### config.mk
export PLATFORM = sky130hd
export DESIGN_NAME = memory_port_arbiter
export DESIGN_NICKNAME = d
export VERILOG_FILES = /design/src/rtl/memory_port_arbiter.sv
export SDC_FILE = /design/constraint.sdc
export NUM_CORES = 1
export LEC_CHECK = 0
export BUFFER_PORTS_ARGS = -buffer_cell sky130_fd_sc_hd__buf_4
export CAP_MARGIN = 20
export CORE_MARGIN = 1.5
export CORE_UTILIZATION = 41
export DETAILED_ROUTE_END_ITERATION = 10
export GPL_TIMING_DRIVEN = 1
export PLACE_DENSITY = 0.77
export SYNTH_ARGS = -nofsm -noshare
export SYNTH_HDL_FRONTEND = slang
export SYNTH_SLANG_ARGS = --single-unit
export TNS_END_PERCENT = 100
### constraint.sdc
create_clock -name clock -period 1.6 [get_ports clock]
set_input_delay 0.16 -clock clock [delete_from_list [all_inputs] [get_ports clock]]
set_output_delay 0.16 -clock clock [all_outputs]
set_load 0.02 [all_outputs]
### src/rtl/memory_port_arbiter.sv
// ============================================================================
// Module : memory_port_arbiter
// Brief  : Shares one memory port between the CPU and a data-break requester.
//          Define BRK_PRIORITY_EN for fixed data-break priority.
// Rev    : 1.0  initial release
// ============================================================================
`default_nettype none

module memory_port_arbiter #(
  parameter int ADDR_W      = 12,
  parameter int DATA_W      = 12,
  parameter int TIMEOUT_CYC = 64
) (
  input  logic              clock,
  input  logic              resetN,
  input  logic              cpu_rd,
  input  logic              cpu_wr,
  input  logic [ADDR_W-1:0] cpu_addr,
  input  logic [DATA_W-1:0] cpu_wdata,
  output logic              cpu_done,
  output logic [DATA_W-1:0] cpu_rdata,
  input  logic              brk_rd,
  input  logic              brk_wr,
  input  logic [ADDR_W-1:0] brk_addr,
  input  logic [DATA_W-1:0] brk_wdata,
  output logic              brk_done,
  output logic [DATA_W-1:0] brk_rdata,
  output logic              mem_read_en,
  output logic              mem_write_en,
  output logic [ADDR_W-1:0] mem_addr,
  output logic [DATA_W-1:0] mem_wdata,
  input  logic [DATA_W-1:0] mem_rdata,
  input  logic              mem_finished,
  output logic              timeout_err,
  output logic              last_grant
);

  localparam int                CNT_W    = $clog2(TIMEOUT_CYC);
  localparam logic [CNT_W-1:0]  CNT_LAST = CNT_W'(TIMEOUT_CYC - 1);

  typedef enum logic [1:0] {
    IDLE = 2'd0,
    BUSY = 2'd1,
    DONE = 2'd2
  } state_t;

  state_t            state;
  state_t            state_next;
  logic              op_wr;
  logic              abort;
  logic [CNT_W-1:0]  cnt;
  logic [ADDR_W-1:0] lat_addr;
  logic [DATA_W-1:0] lat_wdata;
  logic [DATA_W-1:0] cap_rdata;

  logic cpu_req;
  logic brk_req;
  logic grant_brk;
  logic win_wr;
  logic expired;

  assign cpu_req = cpu_rd | cpu_wr;
  assign brk_req = brk_rd | brk_wr;
`ifdef BRK_PRIORITY_EN
  assign grant_brk = brk_req;
`else
  // Round-robin: on contention the side that was not served last wins.
  assign grant_brk = brk_req & (~cpu_req | ~last_grant);
`endif
  // Write takes precedence when a requester raises both rd and wr.
  assign win_wr  = grant_brk ? brk_wr : cpu_wr;
  assign expired = (cnt == CNT_LAST);

  always_comb begin
    state_next = state;
    case (state)
      IDLE:    if (cpu_req || brk_req) state_next = BUSY;
      BUSY:    if (mem_finished || expired) state_next = DONE;
      DONE:    state_next = IDLE;
      default: state_next = IDLE;
    endcase
  end

  always_ff @(posedge clock or negedge resetN) begin
    if (!resetN) begin
      state      <= IDLE;
      last_grant <= 1'b0;
      op_wr      <= 1'b0;
      abort      <= 1'b0;
      cnt        <= '0;
      lat_addr   <= '0;
      lat_wdata  <= '0;
      cap_rdata  <= '0;
    end else begin
      state <= state_next;
      case (state)
        IDLE: begin
          if (cpu_req || brk_req) begin
            last_grant <= grant_brk;
            op_wr      <= win_wr;
            lat_addr   <= grant_brk ? brk_addr  : cpu_addr;
            lat_wdata  <= grant_brk ? brk_wdata : cpu_wdata;
            cnt        <= '0;
            abort      <= 1'b0;
            cap_rdata  <= '0;
          end
        end
        BUSY: begin
          if (mem_finished) begin
            cap_rdata <= op_wr ? '0 : mem_rdata;
          end else if (expired) begin
            abort     <= 1'b1;
            cap_rdata <= '0;
          end else begin
            cnt <= cnt + 1'b1;
          end
        end
        default: ;
      endcase
    end
  end

  // Strobes decode straight from state so they fall on the same edge that leaves BUSY.
  assign mem_read_en  = (state == BUSY) & ~op_wr;
  assign mem_write_en = (state == BUSY) &  op_wr;
  assign mem_addr     = lat_addr;
  assign mem_wdata    = lat_wdata;

  assign cpu_done    = (state == DONE) & ~last_grant;
  assign brk_done    = (state == DONE) &  last_grant;
  assign cpu_rdata   = cpu_done ? cap_rdata : '0;
  assign brk_rdata   = brk_done ? cap_rdata : '0;
  assign timeout_err = (state == DONE) & abort;

endmodule

`default_nettype wire

Yosys cells after proc, flatten, opt, wreduce, memory -nomap -nowiden
Cells that the tools add are included.
W data, S select, Z words.
{"block": "classes", "add_sub_neg": 1, "eq_ne": 9, "n_mux": 21, "bitwise_logic": 12, "reduce_logical": 9}
{"operator": "$mux W12", "n": 8}
{"operator": "$pmux W12 S2", "n": 1}
{"operator": "$mux W6", "n": 3}
{"operator": "$pmux W6 S2", "n": 1}
{"operator": "$ne A2 B2 Y1 const B", "n": 5}
{"operator": "$reduce_and A4 Y1", "n": 2}
{"operator": "$add A6 B1 Y6 const B", "n": 1}
{"operator": "$and A1 B1 Y1", "n": 6}
{"operator": "$eq A6 B6 Y1 const B", "n": 1}
{"operator": "$mux W1", "n": 4}
{"operator": "$mux W2", "n": 2}
{"operator": "$pmux W2 S2", "n": 1}
{"operator": "$reduce_and A2 Y1", "n": 2}
{"operator": "$ne A3 B3 Y1 const B", "n": 1}
{"operator": "$not A1 Y1", "n": 3}
{"operator": "$or A1 B1 Y1", "n": 3}
{"operator": "$reduce_and A3 Y1", "n": 1}
{"operator": "$eq A2 B1 Y1 const B", "n": 1}
{"operator": "$eq A2 B2 Y1 const B", "n": 1}
{"operator": "$logic_not A2 Y1", "n": 1}
{"operator": "$logic_or A1 B1 Y1", "n": 2}
{"operator": "$pmux W1 S2", "n": 1}
{"operator": "$reduce_bool A2 Y1", "n": 1}
{"block": "word_totals", "regBits": 47, "input_bits": 67, "out_inout_bits": 54, "wordCells": 60}

Depth between registers and ports, before layout
{"block": "logic_depth", "depth_word": 5, "depth_mapped": 6, "depth_no_buf": 5}

Least setup slack after synthesis
No wires, ideal clock.
{"block": "synth_timing", "path_type": "reg2out", "from": "register last_grant", "to": "output port brk_rdata[10]", "arrival_time_ps": 1514, "t_required_ps": 1440, "path_slack_ps": -74, "path_stages_with_launch": 5, "n_path_buf": 1, "cell_sequence": "dfrtp_1 > inv_1 > nor3b_1 > clkbuf_1 > and2_1"}
{"block": "synth_via", "elab_chain_len": 2}
{"item": "start, declared", "line_no": "35", "source": "output logic last_grant"}
{"item": "start signal, assigned", "line_no": "99", "source": "last_grant <= grant_brk;"}
{"item": "$and A1 B1 Y1", "line_no": "130", "source": "assign brk_done = (state == DONE) & last_grant;"}
{"item": "via brk_done", "line_no": "26", "source": "output logic brk_done,"}
{"item": "$mux W12", "line_no": "132", "source": "assign brk_rdata = brk_done ? cap_rdata : '0;"}
{"item": "end, declared", "line_no": "27", "source": "output logic [DATA_W-1:0] brk_rdata,"}
The timed path passes the listed nets, and every way through them passes these cells.

Worst setup path after layout
{"block": "layout_timing", "from": "register cnt[1]", "to": "register cap_rdata[1]"}
{"block": "layout_via", "elab_chain_len": 3}
{"item": "start, declared", "line_no": "51", "source": "logic [CNT_W-1:0] cnt;"}
{"item": "start signal, assigned", "line_no": "115", "source": "cnt <= cnt + 1'b1;"}
{"item": "$eq A6 B6 Y1", "line_no": "72", "source": "assign expired = (cnt == CNT_LAST);"}
{"item": "$ne A3 B3 Y1 (no line)"}
{"item": "$reduce_and A3 Y1 (no line)"}
{"item": "end signal, assigned", "line_no": "110", "source": "cap_rdata <= op_wr ? '0 : mem_rdata;"}
{"item": "end, declared", "line_no": "54", "source": "logic [DATA_W-1:0] cap_rdata;"}
No other way between the ends.
A chain may end at the register's enable or synchronous reset.

==> out/metrics.cfg <==
[status]
status=complete, but fails checks
violations=setup timing

[sta]
whs_ns=0.0828
finalMaxSlewViolations=0
relSlewSlack=0.601
fin_setup_tns_ns=-0.248
max_slew.worst_pin.slew_ns=0.598
max_freq_mhz=610
setup_viol=18
post-route-period-util=1.02
finClkSkew_ns=0.00609
rsz0062_at_grt=yes
timing.final.ws_setup_ns=-0.0386
hold_viol_final=0
finalCriticalPeriod_ns=1.64

[place]
dpl_cell_area_mm2=0.00336
io_buffers=120
dp.cells=415
dp_slack_ns=-0.0871
dp_hpwl_mm=4.30
gp_congestion=0.804

[cts]
path_clk_slew_ns=0.09
root_buffer=clkbuf_8
cts.path.max_buffers=2
clock_latency_ns=0.29
cts_tree=yes
h-tree-depth=2
clock-sinks=47
cts_buffers=5

[worst_setup_path]
crit_type=reg -> reg
required_ns=1.78
path_cells=ha_2, and3_4, a31oi_4, a211o_4, a22o_4
r2r_cells=5
arrival_ns=1.82
crit_start=cnt[1]$_DFFE_PN0P_
worstPathMaxFanout=6
crit_path_top_delay_cell=a211o_4
r2r-start=cnt[1]$_DFFE_PN0P_
critPathLaunchType=flop
slowest_delay_ns=0.41
end_kind=flop

[synthesis]
synth-compound-area-share=0.165
synthSimpleGateAreaFrac=0.172
syn-cell-area_mm2=0.00229
synth-xor-area-share=0
yosys.area_share.adder=0.00547
synthFlopType=dfrtp_1
ys_warn_count=0
synthMuxAreaShare=0.110
synth_edf_count=0
ys_types=34
synth_area_per_cell_um2=10.4
async_reset_ff_frac=1.00
ys_ff_latch=47
syn_nets=289
synth_top_family_by_area=simple AND/OR/NAND/NOR gates
synth-seq-area-share=0.514
synth_cells=221

[routing]
drtPass1Iterations=4
wl_mm=6.25
drtIter0Drc=74
vias=2215
post_drt_wl_per_cell_um=14.4
routed_via_density=5.09
postRouteAntennaNets=0
drc=0

[die]
initial_core_util=0.421
dieArea_mm2=0.00604
die_h_um=77.7
die_w_um=77.7
fp.coreArea_mm2=0.00544
row_count=27
io_pins=121

[layout]
area_growth_pct=64.5
nets=431
fin_cells=435
stdcell_area_mm2=0.00376
drive_gt1_frac=0.526
diodes=0

[hold_path]
hp-class=in -> reg
hold_depth=2
hold_start=mem_rdata[11]

[global_routing]
grt-ovfl-total=0
grt_util_all_layers=0.189
grt_pass1_wl_mm=9.25
grt_pass1_vias=2072
grt_start_max_net_pins=51
grt_antenna_before_repair=0

[job]
max-cap-violations=0

[power_and_ir_drop]
peakVddDrop_uv=1200
p_leak_nw=1.92
powerDensity_mw_per_mm2=1530

## cell families (layout without fill, tap and decap cells)
family / count (synthesis) / after routing
multiplexers: 25 / 25
buffers and inverters: 16 / 157
flip-flops: 47 / 47
adder cells (fa/ha/maj): 1 / 1
AND/OR/NAND/NOR: 75 / 75
AO/OA/AOI/OAI: 57 / 58
## through the flow
step	util	total power, mW
6_report	0.692	5.78
5_1_grt	0.692	6.19
4_1_cts	0.640	5.54
3_5_place_dp	0.617	4.78
3_3_place_gp	0.617	4.68
2_1_floorplan	-	3.57
## cell type report
cell class                 count  area, µm²
clock inverter                 1       5.00
multi-input combinational    159       1180
timing repair buffer         146       1210
fill                         431       1670
tap                           72       90.1
inverter                       4       15.0
sequential                    47       1180
clock buffer                   6       82.6
## cell usage in the layout, fill, tap and decap left out, types with 3 or more instances in the layout
cell       Yosys  final
clkbuf_8       0      6
and2_1        25      5
o21ai_0        5      4
a21oi_1        3      3
buf_6          1     24
inv_1          4      3
mux2i_1       24     24
o2bb2ai_1      3      3
buf_4          0    118
a22o_1        11     11
o21ai_1       25     25
dfrtp_1       47     45
nor3_1         4      4
nand2_1       29     29
and2_4         0     19
nand3_1        3      3
## path summary, 6_finish.rpt
| kind | endpoint | slack (ns) |
|---|---|---|
| max | cap_rdata[1]$_DFFE_PN0P_ | -0.04 |
| min | cap_rdata[11]$_DFFE_PN0P_ | 0.08 |
| max reg2reg | cap_rdata[1]$_DFFE_PN0P_ | -0.04 |
| max in group asynchronous | state[0]$_DFFE_PN0P_ | 0.73 |
| min reg2reg | mem_wdata[8]$_DFFE_PN0P_ | 0.49 |
| min in group asynchronous | mem_wdata[9]$_DFFE_PN0P_ | 0.42 |
## repair_timing
| item | 4_1_cts | 5_1_grt |
|---|---|---|
| hold endpoints to repair | 47 | 0 |
| hold buffers | 1 | 0 |
| buffers inserted | 1 | 8 |
| pin swaps | 1 | 17 |
| setup endpoints to repair | 36 | 39 |
| cloned | 0 | 3 |
| resized for setup | 6 | 61 |
## state kept, by name, indices dropped and copies added (netlist names)
name	cells
cap_rdata	12
op_wr	1
last_grant	1
mem_wdata	12
mem_addr	12
cnt	6
abort	1
state	2
## Yosys cell counts, types with 4 or more instances
master   number  area [µm²]
nor3_1        4        20.0
a22o_1       11        96.3
inv_1         4        15.0
o21ai_0       5        25.0
dfrtp_1      47        1180
and2_1       25         156
mux2i_1      24         240
nor2_1        4        15.0
buf_2         8        40.0
o21ai_1      25         125
nand2_1      29         109
## metal layers
layer	routed length, µm	global-route usage	vias to the layer above
li1	-	-	1066
met1	2580	0.227	1069
met2	3270	0.350	78
met3	384	0.0353	2
met4	18	0.0364	0
met5	0	0	-
## worst max-delay path, delay by kind of cell, from the launching register on
| family | cells | cell delay, ns |
|---|---|---|
| and+or+nand+nor | 1 | 0.21 |
| AOI/OAI and AO/OA | 3 | 0.77 |
| DFF | 1 | 0.36 |
| adders and majority gates | 1 | 0.19 |
## report_power, final
part	leakage (nW)	switching, mW	internal [mW]	total, mW
Sequential	0.600	0.343	1.67	2.01
Clock	0.0470	0.369	0.340	0.708
Combinational	1.27	1.60	1.45	3.06
No activity file was read; power rests on OpenSTA's default activity.
